[config.mk]
export PLATFORM = sky130hd
export DESIGN_NAME = dmr_retry_compare
export DESIGN_NICKNAME = d
export VERILOG_FILES = /design/src/rtl/dmr_retry_compare.sv
export SDC_FILE = /design/constraint.sdc
export NUM_CORES = 1
export LEC_CHECK = 0
export CAP_MARGIN = 30
export CORE_MARGIN = 3
export CORE_UTILIZATION = 30
export DETAILED_ROUTE_END_ITERATION = 8
export GPL_TIMING_DRIVEN = 0
export PLACE_DENSITY = 0.55
export SLEW_MARGIN = 20
export SYNTH_ARGS = -nofsm -noshare
export SYNTH_HDL_FRONTEND = slang
export SYNTH_SLANG_ARGS = --single-unit
[constraint.sdc]
create_clock -name clk_i -period 5 [get_ports clk_i]
set_input_delay 1 -clock clk_i [delete_from_list [all_inputs] [get_ports clk_i]]
set_output_delay 1 -clock clk_i [all_outputs]
set_load 0.01 [all_outputs]
[src/rtl/dmr_retry_compare.sv]
// DMR join/compare stage: pairs the two redundant lane streams, compares payload
// and ID, and marks mismatching or timed-out items so the retry logic replays them.

module dmr_retry_compare_checker #(
    parameter int unsigned DW  = 8,
    parameter int unsigned IDW = 2
) (
    input  logic           clk_i,
    input  logic           rst_ni,
    input  logic           valid_o,
    input  logic           ready_i,
    input  logic [DW-1:0]  data_o,
    input  logic [IDW-1:0] id_o,
    input  logic           needs_retry_o,
    input  logic [1:0]     held,
    input  logic [1:0]     discard
);

    // An offered output item must not change until it is accepted
    a_out_stable: assert property (@(posedge clk_i) disable iff (!rst_ni)
        (valid_o && !ready_i) |=> (valid_o && $stable(data_o) && $stable(id_o)
                                   && $stable(needs_retry_o)));

    // A lane waiting to swallow a late copy never holds an item at the same time
    a_discard_empty: assert property (@(posedge clk_i) disable iff (!rst_ni)
        ((discard & held) == 2'b00));

endmodule

module dmr_retry_compare #(
    parameter type         DataType = logic [7:0],
    parameter int unsigned IDSize   = 2,
    parameter int unsigned MaxSkew  = 8,
    parameter int unsigned CntWidth = 16
) (
    input  logic                            clk_i,
    input  logic                            rst_ni,
    input  logic [1:0][$bits(DataType)-1:0] data_i,
    input  logic [1:0][IDSize-1:0]          id_i,
    input  logic [1:0]                      valid_i,
    output logic [1:0]                      ready_o,
    output logic [$bits(DataType)-1:0]      data_o,
    output logic [IDSize-1:0]               id_o,
    output logic                            needs_retry_o,
    output logic                            valid_o,
    input  logic                            ready_i,
    output logic [CntWidth-1:0]             fault_cnt_o
);

    localparam int unsigned DW    = $bits(DataType);
    localparam int unsigned SkewW = 8;

    typedef enum logic {
        LANE_EMPTY = 1'b0,
        LANE_HELD  = 1'b1
    } lane_state_e;

    function automatic logic lanes_differ(
        input logic [DW-1:0]     d0,
        input logic [DW-1:0]     d1,
        input logic [IDSize-1:0] i0,
        input logic [IDSize-1:0] i1
    );
        return (d0 != d1) || (i0 != i1);
    endfunction

    lane_state_e       lane_state_r     [2];
    lane_state_e       lane_state_nxt_s [2];
    logic [DW-1:0]     buf_data_r       [2];
    logic [IDSize-1:0] buf_id_r         [2];
    logic [1:0]        discard_r;
    logic [1:0]        discard_nxt_s;
    logic [SkewW-1:0]  skew_cnt_r;
    logic [SkewW-1:0]  skew_cnt_nxt_s;

    logic [1:0]        held_s;
    logic [1:0]        ready_s;
    logic [1:0]        hs_s;
    logic [1:0]        store_s;
    logic [1:0]        tmo_drop_s;
    logic [1:0]        tmo_miss_s;
    logic              can_load_s;
    logic              one_held_s;
    logic              at_max_s;
    logic              pair_s;
    logic              timeout_s;
    logic              miss_lane_s;
    logic              held_lane_s;
    logic              load_s;
    logic              load_retry_s;
    logic [DW-1:0]     load_data_s;
    logic [IDSize-1:0] load_id_s;

    // Lane state register, skew counter and discard flags
    always_ff @(posedge clk_i or negedge rst_ni) begin
        if (!rst_ni) begin
            for (int k = 0; k < 2; k++) begin
                lane_state_r[k] <= LANE_EMPTY;
            end
            discard_r  <= 2'b00;
            skew_cnt_r <= {SkewW{1'b0}};
        end else begin
            for (int k = 0; k < 2; k++) begin
                lane_state_r[k] <= lane_state_nxt_s[k];
            end
            discard_r  <= discard_nxt_s;
            skew_cnt_r <= skew_cnt_nxt_s;
        end
    end

    // Decode lane status into pair/timeout decisions and lane handshakes
    always_comb begin
        held_s      = {lane_state_r[1] == LANE_HELD, lane_state_r[0] == LANE_HELD};
        can_load_s  = ~valid_o | ready_i;
        one_held_s  = held_s[0] ^ held_s[1];
        at_max_s    = (skew_cnt_r == SkewW'(MaxSkew));
        pair_s      = held_s[0] & held_s[1] & can_load_s;
        timeout_s   = at_max_s & one_held_s & can_load_s;
        // With exactly one lane held, the missing lane is the other one
        miss_lane_s = held_s[0];
        held_lane_s = ~held_s[0];
        tmo_drop_s  = {timeout_s & ~miss_lane_s, timeout_s & miss_lane_s};
        tmo_miss_s  = {timeout_s & miss_lane_s, timeout_s & ~miss_lane_s};
        ready_s     = ~held_s & ~tmo_miss_s;
        hs_s        = valid_i & ready_s;
        store_s     = hs_s & ~discard_r;
    end

    assign ready_o = ready_s;

    // Next lane state, discard flags, skew count and output-load selection
    always_comb begin
        for (int k = 0; k < 2; k++) begin
            case (lane_state_r[k])
                LANE_EMPTY: begin
                    if (store_s[k]) begin
                        lane_state_nxt_s[k] = LANE_HELD;
                    end else begin
                        lane_state_nxt_s[k] = LANE_EMPTY;
                    end
                end
                LANE_HELD: begin
                    if (pair_s || tmo_drop_s[k]) begin
                        lane_state_nxt_s[k] = LANE_EMPTY;
                    end else begin
                        lane_state_nxt_s[k] = LANE_HELD;
                    end
                end
                default: lane_state_nxt_s[k] = LANE_EMPTY;
            endcase
        end

        discard_nxt_s = (discard_r & ~hs_s) | tmo_miss_s;

        if (timeout_s) begin
            skew_cnt_nxt_s = {SkewW{1'b0}};
        end else if (one_held_s) begin
            // Park at the limit while the output is blocked
            if (at_max_s) begin
                skew_cnt_nxt_s = skew_cnt_r;
            end else begin
                skew_cnt_nxt_s = skew_cnt_r + 8'd1;
            end
        end else begin
            skew_cnt_nxt_s = {SkewW{1'b0}};
        end

        load_s = pair_s | timeout_s;
        if (pair_s) begin
            load_data_s  = buf_data_r[0];
            load_id_s    = buf_id_r[0];
            load_retry_s = lanes_differ(buf_data_r[0], buf_data_r[1], buf_id_r[0], buf_id_r[1]);
        end else begin
            load_data_s  = buf_data_r[held_lane_s];
            load_id_s    = buf_id_r[held_lane_s];
            load_retry_s = 1'b1;
        end
    end

    // Lane buffer payload capture
    always_ff @(posedge clk_i or negedge rst_ni) begin
        if (!rst_ni) begin
            for (int k = 0; k < 2; k++) begin
                buf_data_r[k] <= {DW{1'b0}};
                buf_id_r[k]   <= {IDSize{1'b0}};
            end
        end else begin
            for (int k = 0; k < 2; k++) begin
                if (store_s[k]) begin
                    buf_data_r[k] <= data_i[k];
                    buf_id_r[k]   <= id_i[k];
                end
            end
        end
    end

    // Output register and saturating fault counter
    always_ff @(posedge clk_i or negedge rst_ni) begin
        if (!rst_ni) begin
            valid_o       <= 1'b0;
            data_o        <= {DW{1'b0}};
            id_o          <= {IDSize{1'b0}};
            needs_retry_o <= 1'b0;
            fault_cnt_o   <= {CntWidth{1'b0}};
        end else begin
            if (load_s) begin
                valid_o       <= 1'b1;
                data_o        <= load_data_s;
                id_o          <= load_id_s;
                needs_retry_o <= load_retry_s;
                if (load_retry_s && !(&fault_cnt_o)) begin
                    fault_cnt_o <= fault_cnt_o + CntWidth'(1);
                end
            end else if (ready_i) begin
                valid_o <= 1'b0;
            end
        end
    end

    dmr_retry_compare_checker #(
        .DW  (DW),
        .IDW (IDSize)
    ) u_checker (
        .clk_i         (clk_i),
        .rst_ni        (rst_ni),
        .valid_o       (valid_o),
        .ready_i       (ready_i),
        .data_o        (data_o),
        .id_o          (id_o),
        .needs_retry_o (needs_retry_o),
        .held          (held_s),
        .discard       (discard_r)
    );

endmodule

==> results of run 1 <==
## through the flow
stage | total power (W) | cells | setup WS, ns | util, %
floorplan | 0.001378 | 247 | 2.475 | -
global placement | 0.001690 | 430 | 0.8907 | 39.09
detailed placement | 0.001702 | 431 | 1.403 | 39.27
CTS | 0.002087 | 446 | 1.393 | 40.94
global route | 0.002210 | 446 | 1.322 | 40.94
finish | 0.002048 | 446 | 1.410 | 40.94
## synth_stat cells (7+ instances only)
library cell	instances
dfrtp_1	60
nand2_1	16
xor2_1	15
o21ai_1	14
xnor2_1	14
mux2i_1	12
mux2_1	11
mux2_4	10
nor2_1	10
nand3_1	9
and3_1	8
nand4_2	8
nand4_1	7
## path summary, 6_finish.rpt
kind / start / to / slack (ns) / cells past startpoint
hold reg to reg: data_o[5] / data_o[5] / 0.49 / 2
setup / recovery: ready_i / ready_o[1] / 1.41 / 5
setup reg to reg: held_s[1] / buf_data_r[2] / 2.92 / 7
min in group asynchronous: rst_ni / buf_data_r[12] / 0.57 / 1
hold / removal: data_o[5] / data_o[5] / 0.49 / 2
max in group asynchronous: rst_ni / fault_cnt_o[12] / 3.93 / 2
## power breakdown
part | switching (W) | internal (W)
registers | 0.000151 | 0.000656
clock network | 0.000198 | 0.000174
logic | 0.000400 | 0.000468
## cells by family after synthesis
logic type	count (synthesis)
multiplexers	33
AND/OR/NAND/NOR	80
buffers and inverters	17
XOR/XNOR	29
flip-flops	60
adder cells (fa/ha/maj)	4
AO/OA/AOI/OAI	24
## worst max-delay path: stages
cell and delay [ns]:
clkdlybuf4s50_1 0.43, nor2b_2 0.28, nor2_4 0.11, a21oi_1 0.20, clkdlybuf4s50_1 0.57
## per-layer routing
metal	track usage (%)	share of wire [%]
met1	15.45	47
met2	19.95	47
met3	3.764	4.8
met4	4.440	1.1
met5	0	0
## layout make-up
class                   instances  area [sq um]  area share [%]
clock inverters                 5         30.03          0.7754
clock buffers                  10         127.6           3.296
inverters                       7         26.28          0.6785
flip-flops and latches         60          1501           38.77
well taps                     129         161.4           4.168
repair buffers                 55         558.0           14.41
plain buffers                  10         80.08           2.068
multi-input cells             170          1388           35.83
## registers in the layout (all words and copies together) (netlist names), 2 cells and up
| register | count |
|---|---|
| buf_data_r | 16 |
| fault_cnt_o | 16 |
| data_o | 8 |
| skew_cnt_r | 8 |
| buf_id_r | 4 |
| discard_r | 2 |
| id_o | 2 |
==> summary.md, run 1 <==
| Metric | Value |
|---|---|
| Vias in the first global route | `2,160` |
| Latest clock arrival within the worst-skew pair | `0.34 ns` |
| Max-slew headroom | `55.75%` |
| CP Data Arrival Time | `2.59 ns` |
| Worst hold path class | `flop to flop` |
| H-tree depth | `3` |
| Iter 0 DRT Violations | `61` |
| Synth area leader | `dfrtp_1` |
| MaxCap Viol Count | `0` |
| Worst IR Drop VDD | `0.2415 mV` |
| Drt via density | `4.563` |
| Largest net degree at the start of global routing | `35` |
| GR Overflow Total | `0` |
| Placer Congestion | `0.7521` |
| Final WL | `6356 um` |
| 1st-pass router iterations | `4` |
| Fmax | `0.2786 GHz` |
| Clk sink count | `60` |
| Final worst path period share | `71.79%` |
| N_diodes | `0` |
| EDFF count, synth | `0` |
| Most used DFF post-synth | `dfrtp_1` |
| Yosys reg bits | `60` |
| I/O pins | `55` |
| Synth Area in Compound Gates | `5.221%` |
| Mapped Avg Cell Area | `12.13 sq um` |
| Post-CTS setup buffers | `0` |
| YS warnings | `0` |
| Leakage | `1.677 nW` |
| Worst-path fanout max | `5` |
| Post-synthesis sequential area ratio | `50.13%` |
| Post-synthesis simple-gate area fraction | `17.79%` |
| Post-CTS sizing | `0` |
| Clk_skew | `0.01241 ns` |
| Number of fill cells in the layout | `957` |
| Final #Nets | `342` |
| Starting density of the core | `31.67%` |
| Final hold vios | `0` |
| Clock-pin slew on the worst setup and hold paths | `0.07 ns` |
| Syn Inst Count | `247` |
| CP Capture Type | `output pin` |
| Design Area, Final | `3872 sq um` |
| Post-Syn Area | `2995 sq um` |
| Worst-Margin Slew | `0.6638 ns` |
| Worst EP required | `4.00 ns` |
| Largest cells by area after synthesis | `dfrtp_1 (50%), mux2_4 (5.0%), xor2_1 (4.4%), mux2_1 (4.1%), xnor2_1 (4.1%)` |
| Worst setup path category | `primary input to output pin` |
| Die height | `105.9 um` |
| Max Slew Vio Count | `0` |
| Die width | `105.9 um` |
| Hold Buf Count CTS | `0` |
| Vias | `2,035` |
| Share of synthesized area spent on multiplexers | `13.16%` |
| Final HPWL DP | `4595 um` |
| Initial antenna violation count | `0` |
| Antenna viol nets, final | `0` |
| CTS Root Cell | `clkbuf_8` |
| Min Hold Slack | `0.4895 ns` |
| DP Area | `3715 sq um` |
| Global-route wire length before repair | `10,810 um` |
| Post-Synth XOR/XNOR Area | `8.480%` |
| DRC | `0` |
| Post-Synth Adder-Cell Area | `1.671%` |
| Setup TNS | `0 ns` |
| Most common cell after layout, fill and taps aside | `dfrtp_1` |
| Commonest cells after routing, fill and taps aside | `dfrtp_1 (60), clkdlybuf4s50_1 (53), nand2_1 (16)` |
| CTS Buffer Depth | `2` |
| GRT Overall Usage | `12.28%` |
| Routed wire per std cell | `14.25 um` |
| Syn nets | `276` |
| CORE AREA | `9459 sq um` |
| Largest family of logic cells by synthesized area | `simple AND/OR/NAND/NOR gates` |
| Power density over the cells | `528.8 nW/um^2` |
| I/O Buffers | `54` |
| Yosys cell types | `43` |
| Post-synth top area share | `50.13%` |
| RSZ-0062 raised after global routing | `no` |
| Final Critical Period | `3.590 ns` |
| CTS tree | `done` |
| Status | `finished clean` |
| Die area | `11,220 sq um` |
| Area grow syn2layout | `29.28%` |
| Layout cell share with drive strength beyond 1 | `17.67%` |
| Cell Rows | `35` |
| Synth async-reset ratio | `100.0%` |
| Final setup fails | `0` |
| Cts bufs inserted | `9` |
| Setup crit start kind | `primary input` |
No activity file was read; power rests on OpenSTA's default activity.
==> inputs of run 2 (changes only) <==
==> constraint.sdc (replaced) <==
create_clock -name clk_i -period 3.75 [get_ports clk_i]
set_input_delay 0.75 -clock clk_i [delete_from_list [all_inputs] [get_ports clk_i]]
set_output_delay 0.75 -clock clk_i [all_outputs]
set_load 0.01 [all_outputs]
==> results of run 2 <==
Same layout as run 1 (identical final DEF). Status: finished clean.
Among the figures that moved: setup slack after placement 1.403 ns -> 0.6530 ns; setup slack after layout 1.410 ns -> 0.6605 ns; hold slack 0.4895 ns -> 0.3171 ns; register-to-register setup slack 2.92 ns -> 1.67 ns; total power 0.002048 W -> 0.002731 W; worst IR drop on VDD 0.2415 mV -> 0.3220 mV
